## config.mk

```make
export PLATFORM = sky130hd
export DESIGN_NAME = mem_arbiter
export DESIGN_NICKNAME = d
export VERILOG_FILES = /design/src/rtl/mem_arbiter.sv
export SDC_FILE = /design/constraint.sdc
export NUM_CORES = 1
export LEC_CHECK = 0
export ABC_AREA = 1
export CELL_PAD_IN_SITES_DETAIL_PLACEMENT = 0
export CELL_PAD_IN_SITES_GLOBAL_PLACEMENT = 2
export CORE_MARGIN = 3
export CORE_UTILIZATION = 22
export CTS_BUF_LIST = sky130_fd_sc_hd__clkbuf_8
export DETAILED_ROUTE_END_ITERATION = 12
export HOLD_SLACK_MARGIN = 0.08
export PLACE_DENSITY_LB_ADDON = 0.2
export SETUP_SLACK_MARGIN = 0.4
export SLEW_MARGIN = 20
export SYNTH_ARGS = -nofsm -noshare
export SYNTH_HDL_FRONTEND = slang
export SYNTH_SLANG_ARGS = --single-unit
export TNS_END_PERCENT = 20
```

## constraint.sdc

```tcl
create_clock -name clk -period 1.93 [get_ports clk]
set_input_delay 0.2895 -clock clk [delete_from_list [all_inputs] [get_ports clk]]
set_output_delay 0.2895 -clock clk [all_outputs]
set_load 0.02 [all_outputs]
```

## src/rtl/mem_arbiter.sv

```systemverilog
// mem_arbiter: arbitrates instruction-fetch and load/store requests onto the
// single data port of the unified memory. One access is in flight at a time.
// Each access is sequenced IDLE -> ACCESS -> RESP. LS normally wins a
// conflict, but a starvation counter periodically hands the port to IF.
module mem_arbiter #(
    parameter int STARVE_LIMIT = 4      // LS wins in a row while IF waits; 1..15
) (
    input  logic        clk,
    input  logic        rst_n,
    // instruction fetch requester
    input  logic        if_req_valid,
    output logic        if_req_ready,
    input  logic [63:0] if_addr,
    output logic        if_resp_valid,
    input  logic        if_resp_ready,
    output logic [31:0] if_resp_instr,
    // load/store requester
    input  logic        ls_req_valid,
    output logic        ls_req_ready,
    input  logic        ls_wr,
    input  logic [7:0]  ls_strb,
    input  logic [63:0] ls_addr,
    input  logic [63:0] ls_wdata,
    output logic        ls_resp_valid,
    input  logic        ls_resp_ready,
    output logic [63:0] ls_resp_rdata,
    // memory data port
    output logic        mem_en,
    output logic        mem_wr,
    output logic [7:0]  mem_strb,
    output logic [63:0] mem_addr,
    output logic [63:0] mem_wdata,
    input  logic [63:0] mem_rdata
);

    typedef enum logic [1:0] {
        ST_IDLE   = 2'd0,
        ST_ACCESS = 2'd1,
        ST_RESP   = 2'd2
    } state_t;

    localparam logic [3:0] LIMIT = 4'(STARVE_LIMIT);

    state_t      state_reg,    state_next;
    logic        owner_ls_reg, owner_ls_next;   // 1 = LS owns the access, 0 = IF
    logic        wr_reg,       wr_next;
    logic [7:0]  strb_reg,     strb_next;
    logic [63:0] addr_reg,     addr_next;
    logic [63:0] wdata_reg,    wdata_next;
    logic [63:0] rdata_reg,    rdata_next;
    logic [3:0]  starve_reg,   starve_next;

    logic        grant_ls;
    logic        grant_if;
    logic [63:0] rdata_masked;

    // LS wins a conflict unless IF has already been passed over LIMIT times.
    assign grant_ls = ls_req_valid && !(if_req_valid && (starve_reg == LIMIT));
    assign grant_if = if_req_valid && !grant_ls;

    // Keep only the enabled bytes of a load; a store always returns zero, so the
    // response is clean even if the memory drives stray read data.
    generate
        for (genvar gi = 0; gi < 8; gi++) begin : g_rdata_mask
            assign rdata_masked[gi*8 +: 8] =
                (strb_reg[gi] && !wr_reg) ? mem_rdata[gi*8 +: 8] : 8'h00;
        end
    endgenerate

    assign if_resp_instr = rdata_reg[31:0];
    assign ls_resp_rdata = rdata_reg;

    // State and latched transaction registers; reset drops any work in flight.
    always_ff @(posedge clk or negedge rst_n) begin
        if (!rst_n) begin
            state_reg    <= ST_IDLE;
            owner_ls_reg <= 1'b0;
            wr_reg       <= 1'b0;
            strb_reg     <= 8'h00;
            addr_reg     <= 64'd0;
            wdata_reg    <= 64'd0;
            rdata_reg    <= 64'd0;
            starve_reg   <= 4'd0;
        end else begin
            state_reg    <= state_next;
            owner_ls_reg <= owner_ls_next;
            wr_reg       <= wr_next;
            strb_reg     <= strb_next;
            addr_reg     <= addr_next;
            wdata_reg    <= wdata_next;
            rdata_reg    <= rdata_next;
            starve_reg   <= starve_next;
        end
    end

    // Next-state, grant, memory-drive and response-valid logic.
    always_comb begin
        state_next    = state_reg;
        owner_ls_next = owner_ls_reg;
        wr_next       = wr_reg;
        strb_next     = strb_reg;
        addr_next     = addr_reg;
        wdata_next    = wdata_reg;
        rdata_next    = rdata_reg;
        starve_next   = starve_reg;

        if_req_ready  = 1'b0;
        ls_req_ready  = 1'b0;
        if_resp_valid = 1'b0;
        ls_resp_valid = 1'b0;
        mem_en        = 1'b0;
        mem_wr        = 1'b0;
        mem_strb      = 8'h00;
        mem_addr      = 64'd0;
        mem_wdata     = 64'd0;

        case (state_reg)
            ST_IDLE: begin
                if_req_ready = grant_if;
                ls_req_ready = grant_ls;
                if (grant_ls) begin
                    owner_ls_next = 1'b1;
                    wr_next       = ls_wr;
                    strb_next     = ls_strb;
                    addr_next     = ls_addr;
                    wdata_next    = ls_wdata;
                    state_next    = ST_ACCESS;
                    // Count only grants that actually made IF wait.
                    if (if_req_valid && (starve_reg < LIMIT)) begin
                        starve_next = starve_reg + 4'd1;
                    end
                end else if (grant_if) begin
                    owner_ls_next = 1'b0;
                    wr_next       = 1'b0;
                    strb_next     = 8'h0F;
                    addr_next     = if_addr;
                    wdata_next    = 64'd0;
                    starve_next   = 4'd0;
                    state_next    = ST_ACCESS;
                end
            end

            ST_ACCESS: begin
                mem_en     = 1'b1;
                mem_wr     = wr_reg;
                mem_strb   = strb_reg;
                mem_addr   = addr_reg;
                mem_wdata  = wdata_reg;
                rdata_next = rdata_masked;
                state_next = ST_RESP;
            end

            ST_RESP: begin
                if_resp_valid = !owner_ls_reg;
                ls_resp_valid = owner_ls_reg;
                if (owner_ls_reg ? ls_resp_ready : if_resp_ready) begin
                    state_next = ST_IDLE;
                end
            end

            default: begin
                state_next = ST_IDLE;
            end
        endcase
    end

endmodule

```

Word level (Yosys, flattened, before mapping). Index checks and enable logic that the tools add are counted.

Input bits: 271. Word-level logic and storage cells: 71. Output and inout bits: 238. Bits in registers: 208.

Reductions and logical operators: 21. Multiplexer cells: 34. Add/sub/neg operators: 1. Order comparisons: 1. Equality and inequality tests: 6.

Operators with widths (count): $mux 64 (6); $mux 8 (11); $logic_and 1x1->1 (12); $mux 4 (3); $mux 1 (10); $mux 2 (3); $pmux 2 s3 (1); $add 4x1->4 const B (1); $eq 4x3->1 const B (1); $logic_not 1->1 (4); $lt 4x3->1 const B (1); $reduce_and 2->1 (2); $ne 3x3->1 const B (1); $reduce_and 3->1 (1); $eq 2x1->1 const B (1); $eq 2x2->1 const B (1); $logic_not 2->1 (1); $ne 2x1->1 const B (1); $ne 2x2->1 const B (1); $reduce_bool 2->1 (1).

Logic depth before layout (Yosys ltp).
Depth after elaboration: 9. Mapped depth: 11. Gate-level depth less buffers: 9.

Worst setup path before layout. OpenSTA, ideal clock, no wires.

Path type: register -> output. Start: register state_reg[1]. End: output mem_addr[0]. Cell stages (with the launch flop): 6. Required time: 1.640 ns. Data arrival time: 1.243 ns. Path slack: 0.398 ns. Buffers on the path: 2. Cell sequence: dfrtp_1 -> nor2_1 -> inv_1 -> clkbuf_1 -> buf_2 -> nor2_1.

Longest elaborated chain between the ends: 2.

RTL lines: from (decl) (RTL line 44) `state_t state_reg, state_next;`; from (signal assigned) (RTL line 85) `state_reg <= state_next;`; $eq 2x1->1 (RTL line 117) `case (state_reg)`; $mux 64 (RTL line 117); to (decl) (RTL line 31) `output logic [63:0] mem_addr,`.

No other way between the ends.

Worst setup path in the final report.
Start: register state_reg[1]. End: output mem_strb[2].

Longest elaborated chain between the ends: 2.

RTL lines: $eq 2x1->1 (RTL line 117); $mux 8 (RTL line 117); to (decl) (RTL line 30) `output logic [7:0] mem_strb,`.

No other way between the ends.

==> results.tsv <==
metric	value	unit
R2R Path Start	starve_reg[0]	
clock slew at reported path FFs	0.05	ns
GR peak layer	met2	
CP startpoint	state_reg[1]	
largest net degree at the start of global routing	66	
Avg Cell Area, Syn	7.07	sq um
Final Cycle Share	1.12	
arrival time worst endpoint	1.86	ns
dominant delay contributor by cell family on the critical path	buffers and inverters	
violated checks	setup timing	
Min Hold Slack	0.182	ns
via count	10907	
die span in y	226	microns
GRT Residual Overflow	0	
CTS tree	done	
crit path max-delay cell type	dfrtp_1	
Post-Synth XOR/XNOR Area	0	
routed length per instance	17.0	microns
Place WS	-0.149	ns
# rows	80	
f_max	464	MHz
dominant cell type by area after synthesis	dfrtp_1	
cells after synthesis	1508	
Worst Setup End Kind	output pin	
met2 usage	0.285	
final setup vio count	141	
Worst Setup EP	mem_strb[2]	
initial drt markers	546	
worst slew pin tran	0.758	ns
TritonCTS Buffers	43	
post-synth top area share	0.488	
max-cap violation count	0	
critical path peak fanout	23	
Residual DRC	0	
Syn-to-layout area delta	60.8	%
Initial Util	0.223	
FF-to-FF setup slack	0.03	ns
clk sinks	208	
met1 usage	0.215	
Buf+Inv Stages, Crit Path	4	
post-synthesis compound-gate area fraction	0.00552	
slowest stage delay, CP	0.40	ns
nets	2280	
ys async rst share	1.00	
Hold Fails Final Rpt	0	
RSZ-0062 raised after global routing	yes	
Worst Setup Path Type	reg2out	
final clock skew	0.0176	ns
clk buf depth	3	
CTS H-Tree Depth	2	
largest family of logic cells by synthesized area	simple AND/OR/NAND/NOR gates	
initial antenna violation count	17	
post-synth cell types	16	
Tot GR Track Use	0.174	
post-synthesis sequential area ratio	0.488	
hpwl dp	32.5	mm
Synth area leaders	dfrtp_1, nand2_1, inv_1, nand3_1, nor2_1	
final WL	45.2	mm
area of the core	47800	sq um
gpl congestion	0.764	
Startpoint Class	register	
Slew headroom	0.495	
Final ANT Viol Nets	0	
first-pass GRT wire length	68.4	mm
outcome	complete, but fails checks	
post-synthesis adder-cell area fraction	0.00235	
Slew Limit Fails	0	
PortBufs	508	
CTS root buffer	clkbuf_8	
drt first pass iters	4	
top post-synthesis cells by count	nand2_1, inv_1, dfrtp_1	
vias per cell	4.11	
Pleak	9.16	nW
# IOs	509	
Crit. path cell count	6	
VDD IR max	0.615	mV
worst setup margin	-0.224	ns
mux share of post-synthesis cell area	0	
most numerous cell in the Yosys netlist	nand2_1	
Synth Warn #	0	
CP required	1.64	ns
syn nets	1781	
Hold Crit Class	in2reg	
die area	51100	sq um
Post-Syn Area	10700	sq um
Primary FF master, synth	dfrtp_1	
Post-synth EDFFs	0	
power per cell area	1470	nW/um^2
crit-path cells	nor2_4, inv_8, buf_12, buf_8, nor2_1, buf_4	
Clock Latency Late Sink	0.58	ns
Register-to-Register Path Depth	11	
fin crit period	2.15	ns
vias in the first global route	11259	
GRT met3 Usage	0.0637	
Die X	226	microns
Synth Area in Simple Gates	0.340	
FF+latch count, synth	208	
reg-to-reg endpoint	addr_reg[34]	
share of layout cells above drive strength 1	0.153	
## through the flow
| step | TNS (ns) | power [mW] | cell area, sq um | utilization | std cells |
|---|---|---|---|---|---|
| final | -8.24 | 25.2 | 17100 | 0.358 | 2656 |
| after global routing | -29.67 | 27.3 | 17100 | 0.358 | 2653 |
| after CTS | -25.80 | 25.6 | 17000 | 0.356 | 2646 |
| after detailed placement | -13.56 | 20.9 | 16400 | 0.342 | 2569 |
| after global placement | -9.66 | 20.8 | 16400 | 0.342 | 2569 |
| after floorplan | 0 | 14.6 | 10700 | - | 1508 |
## worst min-delay path, cell delays in order
cell	delay (ns)
buf_2	0.18
nand3_1	0.11
nand3_1	0.08
nand2_1	0.05
## layer usage
layer | share of wire | wire, microns
met4 | 0.021 | 954
met2 | 0.47 | 21100
met5 | 0.0034 | 156
met1 | 0.42 | 18900
met3 | 0.091 | 4100
## where the power goes
part | switching [mW] | internal, mW | total [mW]
Sequential | 1.17 | 6.32 | 7.48
Combinational | 7.77 | 5.36 | 13.1
Clock | 2.05 | 2.52 | 4.57
## kinds of logic after synthesis
logic type,after synthesis
flops,208
simple gates,898
compound gates,11
fa+ha+maj,2
buf+inv,389
## what timing repair did
action / 4_1_cts / 5_1_grt
setup endpoints to repair: 443 / 444
pin swaps: 1 / 3
setup buffers: 3 / 4
endpoints found under the hold margin: 95 / 0
hold buffers: 1 / 0
resized for setup: 677 / 90
## how the worst min path moves through the flow
| stage | start | endpoint | slack, ns | depth (start not counted) |
|---|---|---|---|---|
| after CTS | ls_req_valid | addr_reg[2] | 0.11 | 4 |
| after detailed placement | rst_n | wdata_reg[27] | 0.30 | 1 |
| after global placement | rst_n | wdata_reg[27] | 0.31 | 1 |
| after global routing | ls_req_valid | addr_reg[5] | 0.16 | 4 |
| after floorplan | rst_n | addr_reg[0] | -0.006 | 0 |
| final | ls_req_valid | addr_reg[2] | 0.18 | 4 |
## placed cells by master (no fill, tap or decap), drive strengths merged
cell type      synthesis  final
clkbuf                 9     56
ha                     2      2
dfrtp                208    208
dlygate4sd3            0      1
diode                  0      6
nand2                548    548
buf                  104    201
nand3                195    195
nor2                 155    155
o21ai                 11     11
clkinv                 0      1
inv                  276    293
clkdlybuf4s50          0    364
## layout make-up
type	count	area [sq um]
Fill cell	5246	30700
Antenna cell	6	15.0
Multi-Input combinational cell	911	3870
Timing Repair Buffer	567	5410
Tap cell	615	769
Clock buffer	55	757
Clock inverter	18	68.8
Inverter	276	1050
Sequential cell	208	5200
Power figures use the tool's default switching activity.
